<file path="src/rtl/pcie_phy_pkg.sv">
// Shared types and helpers for the PIPE receiver-detect controller.
package pcie_phy_pkg;

    typedef enum logic [2:0] {
        IDLE,
        DETECT,
        SETTLE,
        GAP,
        DONE
    } rx_detect_state_e;

    localparam logic [2:0] RXSTATUS_RX_DETECTED = 3'b011;

    // Number of consecutive set bits starting at bit 0, looking at the low n bits only.
    function automatic logic [5:0] contig_count(input logic [31:0] mask, input int unsigned n);
        logic [5:0] cnt;
        logic       run;
        cnt = 6'd0;
        run = 1'b1;
        for (int i = 0; i < 32; i++) begin
            if (run && (i < n) && mask[i]) begin
                cnt = cnt + 6'd1;
            end else begin
                run = 1'b0;
            end
        end
        return cnt;
    endfunction

endpackage

</file>
<file path="src/rtl/pcie_rx_detect_ctrl.sv">
// PIPE receiver-detect sequencer: pulses TxDetectRx, collects per-lane RxStatus, reports detected lanes.
// Optional zero-detect retry with an idle gap is built when RX_DETECT_RETRY_EN is defined.
module pcie_rx_detect_ctrl
    import pcie_phy_pkg::*;
#(
    parameter int unsigned MAX_NUM_LANES = 1,
    parameter int unsigned CLK_RATE      = 100,
    parameter int unsigned TIMEOUT_US    = 10,
    parameter int unsigned GAP_CYCLES    = 16,
    parameter int unsigned RETRY_MAX     = 2
) (
    input  logic                       clk_i,
    input  logic                       rst_i,
    input  logic                       start_i,
    input  logic [MAX_NUM_LANES-1:0]   phy_phystatus_i,
    input  logic [3*MAX_NUM_LANES-1:0] phy_rxstatus_i,
    output logic                       phy_txdetectrx_o,
    output logic [MAX_NUM_LANES-1:0]   lane_status_o,
    output logic [5:0]                 num_active_lanes_o,
    output logic                       busy_o,
    output logic                       done_o,
    output logic                       timeout_o
);

    localparam int unsigned    TIMEOUT_CYCLES = CLK_RATE * TIMEOUT_US;
    localparam int unsigned    TMR_MAX        = (TIMEOUT_CYCLES > GAP_CYCLES) ? TIMEOUT_CYCLES : GAP_CYCLES;
    localparam int unsigned    TMR_W          = $clog2(TMR_MAX + 1);
    localparam logic [TMR_W-1:0] TIMEOUT_LAST = TMR_W'(TIMEOUT_CYCLES - 1);

`ifdef RX_DETECT_RETRY_EN
    localparam int unsigned    RETRY_W  = (RETRY_MAX > 0) ? $clog2(RETRY_MAX + 1) : 1;
    // SETTLE's low cycle counts toward the gap, so TxDetectRx stays low exactly GAP_CYCLES between attempts.
    localparam logic [TMR_W-1:0] GAP_LAST = TMR_W'((GAP_CYCLES > 1) ? GAP_CYCLES - 2 : 0);
`endif

    rx_detect_state_e           state_q, state_d;
    logic [MAX_NUM_LANES-1:0]   seen_q, seen_d;
    logic [MAX_NUM_LANES-1:0]   det_q, det_d;
    logic [TMR_W-1:0]           timer_q, timer_d;
    logic                       sticky_q, sticky_d;
`ifdef RX_DETECT_RETRY_EN
    logic [RETRY_W-1:0]         retry_q, retry_d;
`endif

    logic                       txdetectrx_q, txdetectrx_d;
    logic [MAX_NUM_LANES-1:0]   lane_status_q, lane_status_d;
    logic [5:0]                 num_active_q, num_active_d;
    logic                       busy_q, busy_d;
    logic                       done_q, done_d;
    logic                       timeout_q, timeout_d;

    logic [MAX_NUM_LANES-1:0]   rx_ok;
    logic [MAX_NUM_LANES-1:0]   new_lanes;

    always_comb begin
        for (int i = 0; i < MAX_NUM_LANES; i++) begin
            rx_ok[i] = (phy_rxstatus_i[3*i +: 3] == RXSTATUS_RX_DETECTED);
        end
    end

    assign new_lanes = phy_phystatus_i & ~seen_q;

    // Next-state and datapath update.
    always_comb begin
        // NOTE: every variable gets a default before the case so no path leaves it unassigned (no latch).
        state_d  = state_q;
        seen_d   = seen_q;
        det_d    = det_q;
        timer_d  = timer_q;
        sticky_d = sticky_q;
`ifdef RX_DETECT_RETRY_EN
        retry_d  = retry_q;
`endif
        case (state_q)
            IDLE: begin
                if (start_i) begin
                    state_d  = DETECT;
                    seen_d   = '0;
                    det_d    = '0;
                    timer_d  = '0;
                    sticky_d = 1'b0;
`ifdef RX_DETECT_RETRY_EN
                    retry_d  = '0;
`endif
                end
            end
            DETECT: begin
                seen_d  = seen_q | new_lanes;
                det_d   = det_q | (new_lanes & rx_ok);
                timer_d = timer_q + 1'b1;
                // Completion in the same cycle as the last timer tick wins over the timeout.
                if (&seen_d) begin
                    state_d = SETTLE;
                end else if (timer_q == TIMEOUT_LAST) begin
                    sticky_d = 1'b1;
                    state_d  = SETTLE;
                end
            end
            SETTLE: begin
                timer_d = '0;
                state_d = DONE;
`ifdef RX_DETECT_RETRY_EN
                if ((det_q == '0) && (retry_q < RETRY_W'(RETRY_MAX))) begin
                    state_d = GAP;
                end
`endif
            end
`ifdef RX_DETECT_RETRY_EN
            GAP: begin
                timer_d = timer_q + 1'b1;
                if (timer_q == GAP_LAST) begin
                    state_d = DETECT;
                    retry_d = retry_q + 1'b1;
                    seen_d  = '0;
                    det_d   = '0;
                    timer_d = '0;
                end
            end
`endif
            DONE:    state_d = IDLE;
            default: state_d = IDLE;
        endcase
    end

    // Outputs are registered from the next state so they line up with the state they describe.
    always_comb begin
        txdetectrx_d  = (state_d == DETECT);
        busy_d        = (state_d != IDLE);
        done_d        = (state_d == DONE);
        timeout_d     = (state_d == DONE) && sticky_q;
        lane_status_d = lane_status_q;
        num_active_d  = num_active_q;
        if (state_q == SETTLE) begin
            lane_status_d = det_q;
            num_active_d  = contig_count(32'(det_q), MAX_NUM_LANES);
        end
    end

    always_ff @(posedge clk_i or posedge rst_i) begin
        if (rst_i) begin
            state_q       <= IDLE;
            seen_q        <= '0;
            det_q         <= '0;
            timer_q       <= '0;
            sticky_q      <= 1'b0;
`ifdef RX_DETECT_RETRY_EN
            retry_q       <= '0;
`endif
            txdetectrx_q  <= 1'b0;
            lane_status_q <= '0;
            num_active_q  <= 6'd0;
            busy_q        <= 1'b0;
            done_q        <= 1'b0;
            timeout_q     <= 1'b0;
        end else begin
            // NOTE: non-blocking assignments so every flop samples pre-edge values.
            state_q       <= state_d;
            seen_q        <= seen_d;
            det_q         <= det_d;
            timer_q       <= timer_d;
            sticky_q      <= sticky_d;
`ifdef RX_DETECT_RETRY_EN
            retry_q       <= retry_d;
`endif
            txdetectrx_q  <= txdetectrx_d;
            lane_status_q <= lane_status_d;
            num_active_q  <= num_active_d;
            busy_q        <= busy_d;
            done_q        <= done_d;
            timeout_q     <= timeout_d;
        end
    end

    assign phy_txdetectrx_o   = txdetectrx_q;
    assign lane_status_o      = lane_status_q;
    assign num_active_lanes_o = num_active_q;
    assign busy_o             = busy_q;
    assign done_o             = done_q;
    assign timeout_o          = timeout_q;

endmodule
</file>
<file path="config.mk">
export PLATFORM = sky130hd
export DESIGN_NAME = pcie_rx_detect_ctrl
export DESIGN_NICKNAME = d
export VERILOG_FILES = /design/src/rtl/pcie_phy_pkg.sv /design/src/rtl/pcie_rx_detect_ctrl.sv
export SDC_FILE = /design/constraint.sdc
export NUM_CORES = 1
export LEC_CHECK = 0
export BUFFER_PORTS_ARGS = -buffer_cell sky130_fd_sc_hd__buf_2
export CAP_MARGIN = 20
export CORE_ASPECT_RATIO = 0.6
export CORE_MARGIN = 2
export CORE_UTILIZATION = 45
export CTS_BUF_LIST = sky130_fd_sc_hd__clkbuf_4
export DETAILED_ROUTE_END_ITERATION = 10
export MAX_ROUTING_LAYER = met4
export PLACE_DENSITY_LB_ADDON = 0.05
export SYNTH_ARGS = -nofsm -noshare
export SYNTH_HDL_FRONTEND = slang
export SYNTH_SLANG_ARGS = --single-unit
</file>
<file path="constraint.sdc">
create_clock -name clk_i -period 1.95 [get_ports clk_i]
set_input_delay 0.195 -clock clk_i [delete_from_list [all_inputs] [get_ports clk_i]]
set_output_delay 0.195 -clock clk_i [all_outputs]
set_load 0.005 [all_outputs]
</file>
---- After elaboration in Yosys (flattened, before gate mapping) ----
Index checks and enable logic that the tools add are counted.
cells by class
  reductions and logical operators ........ 8
  multiplexer cells ....................... 13
  add/subtract/negate cells ............... 1
  equal/unequal tests ..................... 9
  bitwise gates (word level) .............. 5
operator list
  operator                                       count
  case mux 10 bit (3 select lines)               1
  adder 10 x 1 -> 10 bit, second input constant  1
  == test 10 bit, second input constant          1
  2-to-1 mux 10 bit                              1
  2-to-1 mux 3 bit                               3
  case mux 3 bit (3 select lines)                1
  == test 3 x 1 -> 1 bit, second input constant  2
  == test 3 x 2 -> 1 bit, second input constant  2
  inequality test 2 bit, second input constant   3
  case mux 1 bit (2 select lines)                3
  nonzero test 3 bit                             2
  2-to-1 mux 1 bit                               4
  AND reduction 2 bit                            2
  AND reduction 4 bit                            1
  == test 3 bit, second input constant           1
  zero test 3 bit                                1
  bitwise AND 1 bit                              2
  bitwise OR 1 bit                               2
  nonzero test 2 bit                             1
  logical AND 1 bit                              1
  inverter 1 bit                                 1
word-level totals
  word-level logic and storage cells ...... 47
  input port bits ......................... 7
  register bits after elaboration ......... 27
  output and inout bits ................... 11

---- Logic depth before layout (Yosys ltp) ----
Gate-level depths: netlist of the first run.
  depth in word-level cells ............... 7
  depth in mapped cells ................... 5
  mapped depth without buffers ............ 5

---- Least setup slack after synthesis of the first run ----
No wires, ideal clock.
  path kind ............................... reg-to-reg
  start point ............................. reg state_q[1]
  end point ............................... reg timer_q[9]
  library setup time ...................... 0.077 ns
  path slack .............................. 0.497 ns
  cell stages (with the launch flop) ...... 6
  arrival time ............................ 1.375 ns
  path buffers ............................ 1
  cells stage by stage .................... dfrtp_1 buf_6 a21oi_4 nand3_4 or4_1 a21oi_1
on the way
  word-level cells in the longest chain between the ends .. 3
  elaborated cells on any way between the ends .. 7
  classes of those cells .................. eq/ne (3); mux (1); reduce/logical (3)
RTL lines
  item                                                                                 line                        text
  start: declaration                                                                   pcie_rx_detect_ctrl.sv:36   rx_detect_state_e state_q, state_d;
  start signal: assignment                                                             pcie_rx_detect_ctrl.sv:157  state_q <= state_d;
  == test 3 x 2 -> 1 bit (tied with other cells)                                       pcie_rx_detect_ctrl.sv:74   case (state_q)
  nonzero test 3 bit (no source line) / inequality test 2 bit (equally long branches)  n/a
  AND reduction 2 bit (no source line)                                                 n/a
  end signal: assignment                                                               pcie_rx_detect_ctrl.sv:160  timer_q <= timer_d;
  end: declaration                                                                     pcie_rx_detect_ctrl.sv:39   logic [TMR_W-1:0] timer_q, timer_d;
Parallel ways exist; a longest one is shown, timed or not.
A chain may end at the register's enable or synchronous reset.

---- Worst setup path after layout of the first run ----
Ends and elaborated chain as after synthesis.

==> run metrics, run 1 <==
core area 2160 um^2; Post-synth EDFFs 0; drt pass-1 iters 4; clk sink count 21; postcts setup bufs 0; crit path cell chain a21oi_4 > nand3_4 > or4_1 > a21oi_1; gpl congestion 0.785; Antenna Nets Post-Route 0; PD cells 1130 nW/um^2; vias in the first global route 641; FP Rows 13; Final min period 1540 ps; die area 2710 um^2; H-tree levels 1; DRC viols 0; Yosys reg bits 21; RSZ-0062 raised after global routing false; FMAX 0.649 GHz; Internal Dissipation 804 uW; CTS resizes 0; Layout area overhead 9.09%; FF-to-FF setup slack 410 ps; Max Cap Viol 0; Worst Tran Pin Value 784 ps; total track usage 17.3%; root buf cell clkbuf_4; Hold-fix buffers, CTS 0; die width 65.8 um; CP startpoint kind flip-flop; asr flop ratio synth 100%; Switching Fraction 36.7%; Hold Violations, Final 0; Post-DP HPWL 1380 um; overall routed net length 1860 um; IO Port Bufs 12; clock share of power 17.7%; run status complete, no violations; Critical Path AT 1780 ps; post-synthesis sequential area ratio 50.9%; Relative slew margins 47.7%; Switching Power 467 uW; WP data required 2190 ps; Top FF cell, synth dfrtp_1; VDD IR-drop max 0.526 mV; Total Nets Final 121; share of layout cells above drive strength 1 24.1%; crit path capture type flip-flop; die height 41.1 um; RR Endpoint timer_q[9]; first-pass GRT wire length 3090 um; Final setup viols 0; setup tns final 0 ps; top area cells in the synthesized netlist dfrtp_1 (51%), buf_4 (4.4%), xor2_1 (3.4%); antenna violations before repair 0; Via density 5.01; CTS clk-pin slew, worst paths 110 ps; Worst Hold Class input port to async pin; largest fanout on the critical path 9; DRT iter0 DRCs 31; clock skew 4.61 ps; CTS buffer count 3; combinational share of power 33.6%; largest net degree at the start of global routing 22; Starting Density 47.7%; sequential fraction of design power 48.7%; io pins 18; Synth area leader dfrtp_1; CTS tree yes; post-synthesis cell area 1030 um^2; Netlist cell types 34; Final Cycle Share 79.1%; CP max-delay cell or4_1; vias 711; final core utilization 52.1%; Total Power 1.27 mW; Slew Limit Fails 0; largest buffer count on any clock path 2; crit path kind flip-flop to flip-flop; global route overflow 0; area fraction of the dominant cell type after synthesis 50.9%; Mean Syn Cell Area 10.5 um^2; Clock Latency Late Sink 310 ps; Antenna diodes 0; worst reg-to-reg path cell count 4; leakage 0.536 nW; Post-synth top cells dfrtp_1 (21), nor2_1 (9), nand2_1 (8), buf_4 (6), o21ai_0 (5); Gate Count Post-Synth 98; Reg-to-Reg Start state_q[1]; Synth Warn # 0; Worst path max stage delay 500 ps; WL/cell 13.1 um; top-count cell post-synth dfrtp_1
## flip-flops by register name, summed over array words and instances, names as in the netlist
register	cells
busy_o	1
det_q	1
done_o	1
lane_status_o	1
phy_txdetectrx_o	1
seen_q	1
state_q	3
sticky_q	1
timeout_o	1
timer_q	10
## area by class of cell
type                            instances  area (um^2)
Clock buffer                            4         30.0
Fill cell                             215         1040
Tap cell                               30         37.5
Sequential cell                        21          526
Inverter                                4         15.0
Multi-Input combinational cell         70          450
Timing Repair Buffer                   13         67.6
## cells in the final DEF, fill, tap and decap left out, types with 2 or more instances in the layout
| cell | netlist | layout |
|---|---|---|
| o41ai_1 | 3 | 3 |
| xor2_1 | 4 | 4 |
| and2_1 | 2 | 2 |
| o21ai_0 | 5 | 5 |
| nand2_1 | 8 | 8 |
| dfrtp_1 | 21 | 21 |
| nand3_1 | 4 | 4 |
| inv_1 | 4 | 4 |
| a21oi_1 | 4 | 4 |
| conb_1 | 1 | 5 |
| buf_2 | 0 | 12 |
| and2_2 | 2 | 2 |
| nand4_1 | 4 | 4 |
| and3_2 | 2 | 2 |
| nor2_1 | 9 | 9 |
| clkbuf_4 | 0 | 4 |
## cell families after synthesis
group	Yosys count	share of synthesized area [%]
xor+xnor	4	3.39
mux	1	1.09
compound gates	19	13.2
other cells	1	0.363
fa+ha+maj	1	1.21
buf+inv	11	6.91
simple gates	40	22.9
flops	21	50.9
## routing by layer
metal	vias up	GRT usage [%]	wire length, um
met1	320	23.1	1040
met5	-	-	0
met3	4	6.59	104
met2	18	24.0	689
met4	0	6.25	19
li1	369	-	-
## stage by stage
step	hold slack, ps	setup WS, ps	cells	cell area, um^2
finish	11.4	408	142	1130
global route	62.5	337	142	1130
CTS	38.8	402	142	1130
detailed placement	381	426	138	1100
global placement	373	461	138	1100
floorplan	172	497	102	1050
## power groups by stage
stage               sequential, mW  combinational (mW)  clock [mW]
floorplan                    0.602               0.340           0
global route                 0.638               0.485       0.254
detailed placement           0.626               0.426           0
CTS                          0.619               0.430       0.229
finish                       0.620               0.427       0.225
global placement             0.621               0.425           0
## how the worst max path moves through the flow
stage                    start    endpoint  slack [ps]
floorplan           state_q[1]  timer_q[9]         500
global placement    state_q[1]  timer_q[9]         460
detailed placement  state_q[1]  timer_q[9]         430
CTS                 state_q[1]  timer_q[9]         400
global route        state_q[1]  timer_q[9]         340
finish              state_q[1]  timer_q[9]         410
## worst max-delay path: cells and delay by family, from the launching register on
family,cells,cell delay [ps]
AND/OR/NAND/NOR,2,600
flip-flops,1,490
AO/OA/AOI/OAI,2,380
No activity file was read; power rests on OpenSTA's default activity.
==> inputs of run 2 (changes only) <==
==> constraint.sdc (replaced) <==
create_clock -name clk_i -period 1.5 [get_ports clk_i]
set_input_delay 0.15 -clock clk_i [delete_from_list [all_inputs] [get_ports clk_i]]
set_output_delay 0.15 -clock clk_i [all_outputs]
set_load 0.005 [all_outputs]
==> run 2 against run 1 <==
Combinational power increased by 57%. Critical path type unchanged. Via count up 6.2%. Non-clock buffer count grew 5. Maximum frequency increased by 7.4%. Cell area is 5.4% higher.
==> run metrics, run 2 (synthesis results as in run 1) <==
Post-DP HPWL 1470 um (+6.4%); largest buffer count on any clock path 2 (unchanged); leakage 0.566 nW (+5.5%); Hold Violations, Final 0 (unchanged); antenna violations before repair 0 (unchanged); first-pass GRT wire length 3260 um (+5.6%); die width 65.8 um (unchanged); largest net degree at the start of global routing 22 (unchanged); postcts setup bufs 0 (unchanged); Reg-to-Reg Start state_q[2]; Final setup viols 0 (unchanged); CTS tree yes; share of layout cells above drive strength 1 29.9% (+5.8 points); # fillers 193 (-10%); CTS buffer count 3 (unchanged); FMAX 0.697 GHz (+7.4%); Largest regs timer_q: 10 flops, state_q: 3 flops; H-tree levels 1 (unchanged); DRT iter0 DRCs 33 (+6.5%); Total Nets Final 126 (+4.1%); Max Cap Viol 0 (unchanged); global route overflow 0 (unchanged); crit path capture type flip-flop; setup tns final 0 ps (unchanged); Clock Latency Late Sink 310 ps (about the same); Worst Setup EP det_q; Worst Hold Class input port to flip-flop; Largest register FFs 10 (unchanged); run status complete, no violations; worst reg-to-reg path cell count 3 (-1); WL/cell 13.8 um (+5.5%); drt pass-1 iters 4 (unchanged); overall routed net length 2030 um (+9.2%); Total Power 1.76 mW (+38%); commonest non-fill, non-tap cell in the layout dfrtp_1; Final Cycle Share 95.7% (+17 points); total track usage 18.0% (+0.66 points); IO Port Bufs 12 (unchanged); die height 41.1 um (unchanged); die area 2710 um^2 (unchanged); core area 2160 um^2 (unchanged); final core utilization 54.9% (+2.8 points); pre-CTS WS 39.2 ps (-387 ps); crit path kind flip-flop to flip-flop; FP Rows 13 (unchanged); PD cells 1480 nW/um^2 (+31%); CTS clk-pin slew, worst paths 120 ps (about the same); Final min period 1440 ps (-106 ps); gpl congestion 0.844 (+7.5%); vias in the first global route 715 (+12%); io pins 18 (unchanged); crit path setup slack, layout 64.7 ps (-344 ps); Largest Register timer_q; clock skew 5.95 ps (+1.34 ps); Worst Setup SP state_q[2]; largest fanout on the critical path 5 (-4); DRC viols 0 (unchanged); WP data required 1710 ps (-480 ps); root buf cell clkbuf_4; VDD IR-drop max 0.802 mV (+53%); most frequent cells in the layout dfrtp_1 (19), buf_2 (12), nor2_1 (9); FF-to-FF setup slack 60 ps (-340 ps); clk sink count 21 (unchanged); CP startpoint kind flip-flop; Layout area overhead 15.0%; Antenna Nets Post-Route 0 (unchanged); Starting Density 47.7% (unchanged); Slew Limit Fails 0 (unchanged); vias 755 (+6.2%); Critical Path AT 1650 ps (-130 ps); RSZ-0062 raised after global routing false; Antenna diodes 0 (unchanged); Via density 5.14 (+2.6%); RR Endpoint det_q
==> run 2: layout make-up <==
class	instances	area, um^2	area share [%]
Multi-Input combinational cell	70	472	39.7
Tap cell	30	37.5	3.16
Timing Repair Buffer	18	108	9.06
Clock inverter	1	5.00	0.421
Inverter	4	15.0	1.26
Clock buffer	3	22.5	1.90
Sequential cell	21	528	44.5
==> run 2: per-stage QoR <==
stage | instances | hold WS (ps) | instance area (um^2)
2_1_floorplan | 102 | 127 | 1050
3_3_place_gp | 142 | 188 | 1130
3_5_place_dp | 142 | 200 | 1130
4_1_cts | 147 | 106 | 1170
5_1_grt | 147 | 115 | 1190
6_report | 147 | 134 | 1190
==> run 2: critical path, stage by stage, from the launching register on <==
cell and delay, ps:
dfrtp_1 460, nor2_1 270, nand3b_1 300, a32o_1 300
==> run 2: timing repair <==
item	CTS	global route
pin swaps	0	1
gates resized for setup	1	5
endpoints found under the setup margin	1	3
hold buffers	1	0
endpoints found under the hold margin	21	0
==> run 2: worst min-delay path by stage <==
| stage | from | endpoint | slack (ps) | cells past startpoint |
|---|---|---|---|---|
| after floorplan | rst_i | busy_o | 130 | 1 |
| after global placement | rst_i | done_o | 190 | 3 |
| after detailed placement | rst_i | done_o | 200 | 3 |
| after CTS | phy_phystatus_i | state_q[0] | 110 | 2 |
| after global routing | phy_phystatus_i | state_q[0] | 110 | 2 |
| final | phy_phystatus_i | state_q[0] | 130 | 2 |
==> run 2: where the power goes <==
part           internal (mW)  total [mW]  switching [mW]
sequential             0.689       0.808           0.119
clock                 0.0999       0.277           0.177
combinational          0.316       0.671           0.355
==> run 2: metal layers <==
| layer | vias to the layer above | share of wire, % | global-route usage, % |
|---|---|---|---|
| li1 | 379 | - | - |
| met5 | - | 0 | - |
| met3 | 2 | 3.7 | 6.59 |
| met1 | 360 | 53 | 22.2 |
| met2 | 14 | 42 | 28.5 |
| met4 | 0 | 0.49 | 4.69 |
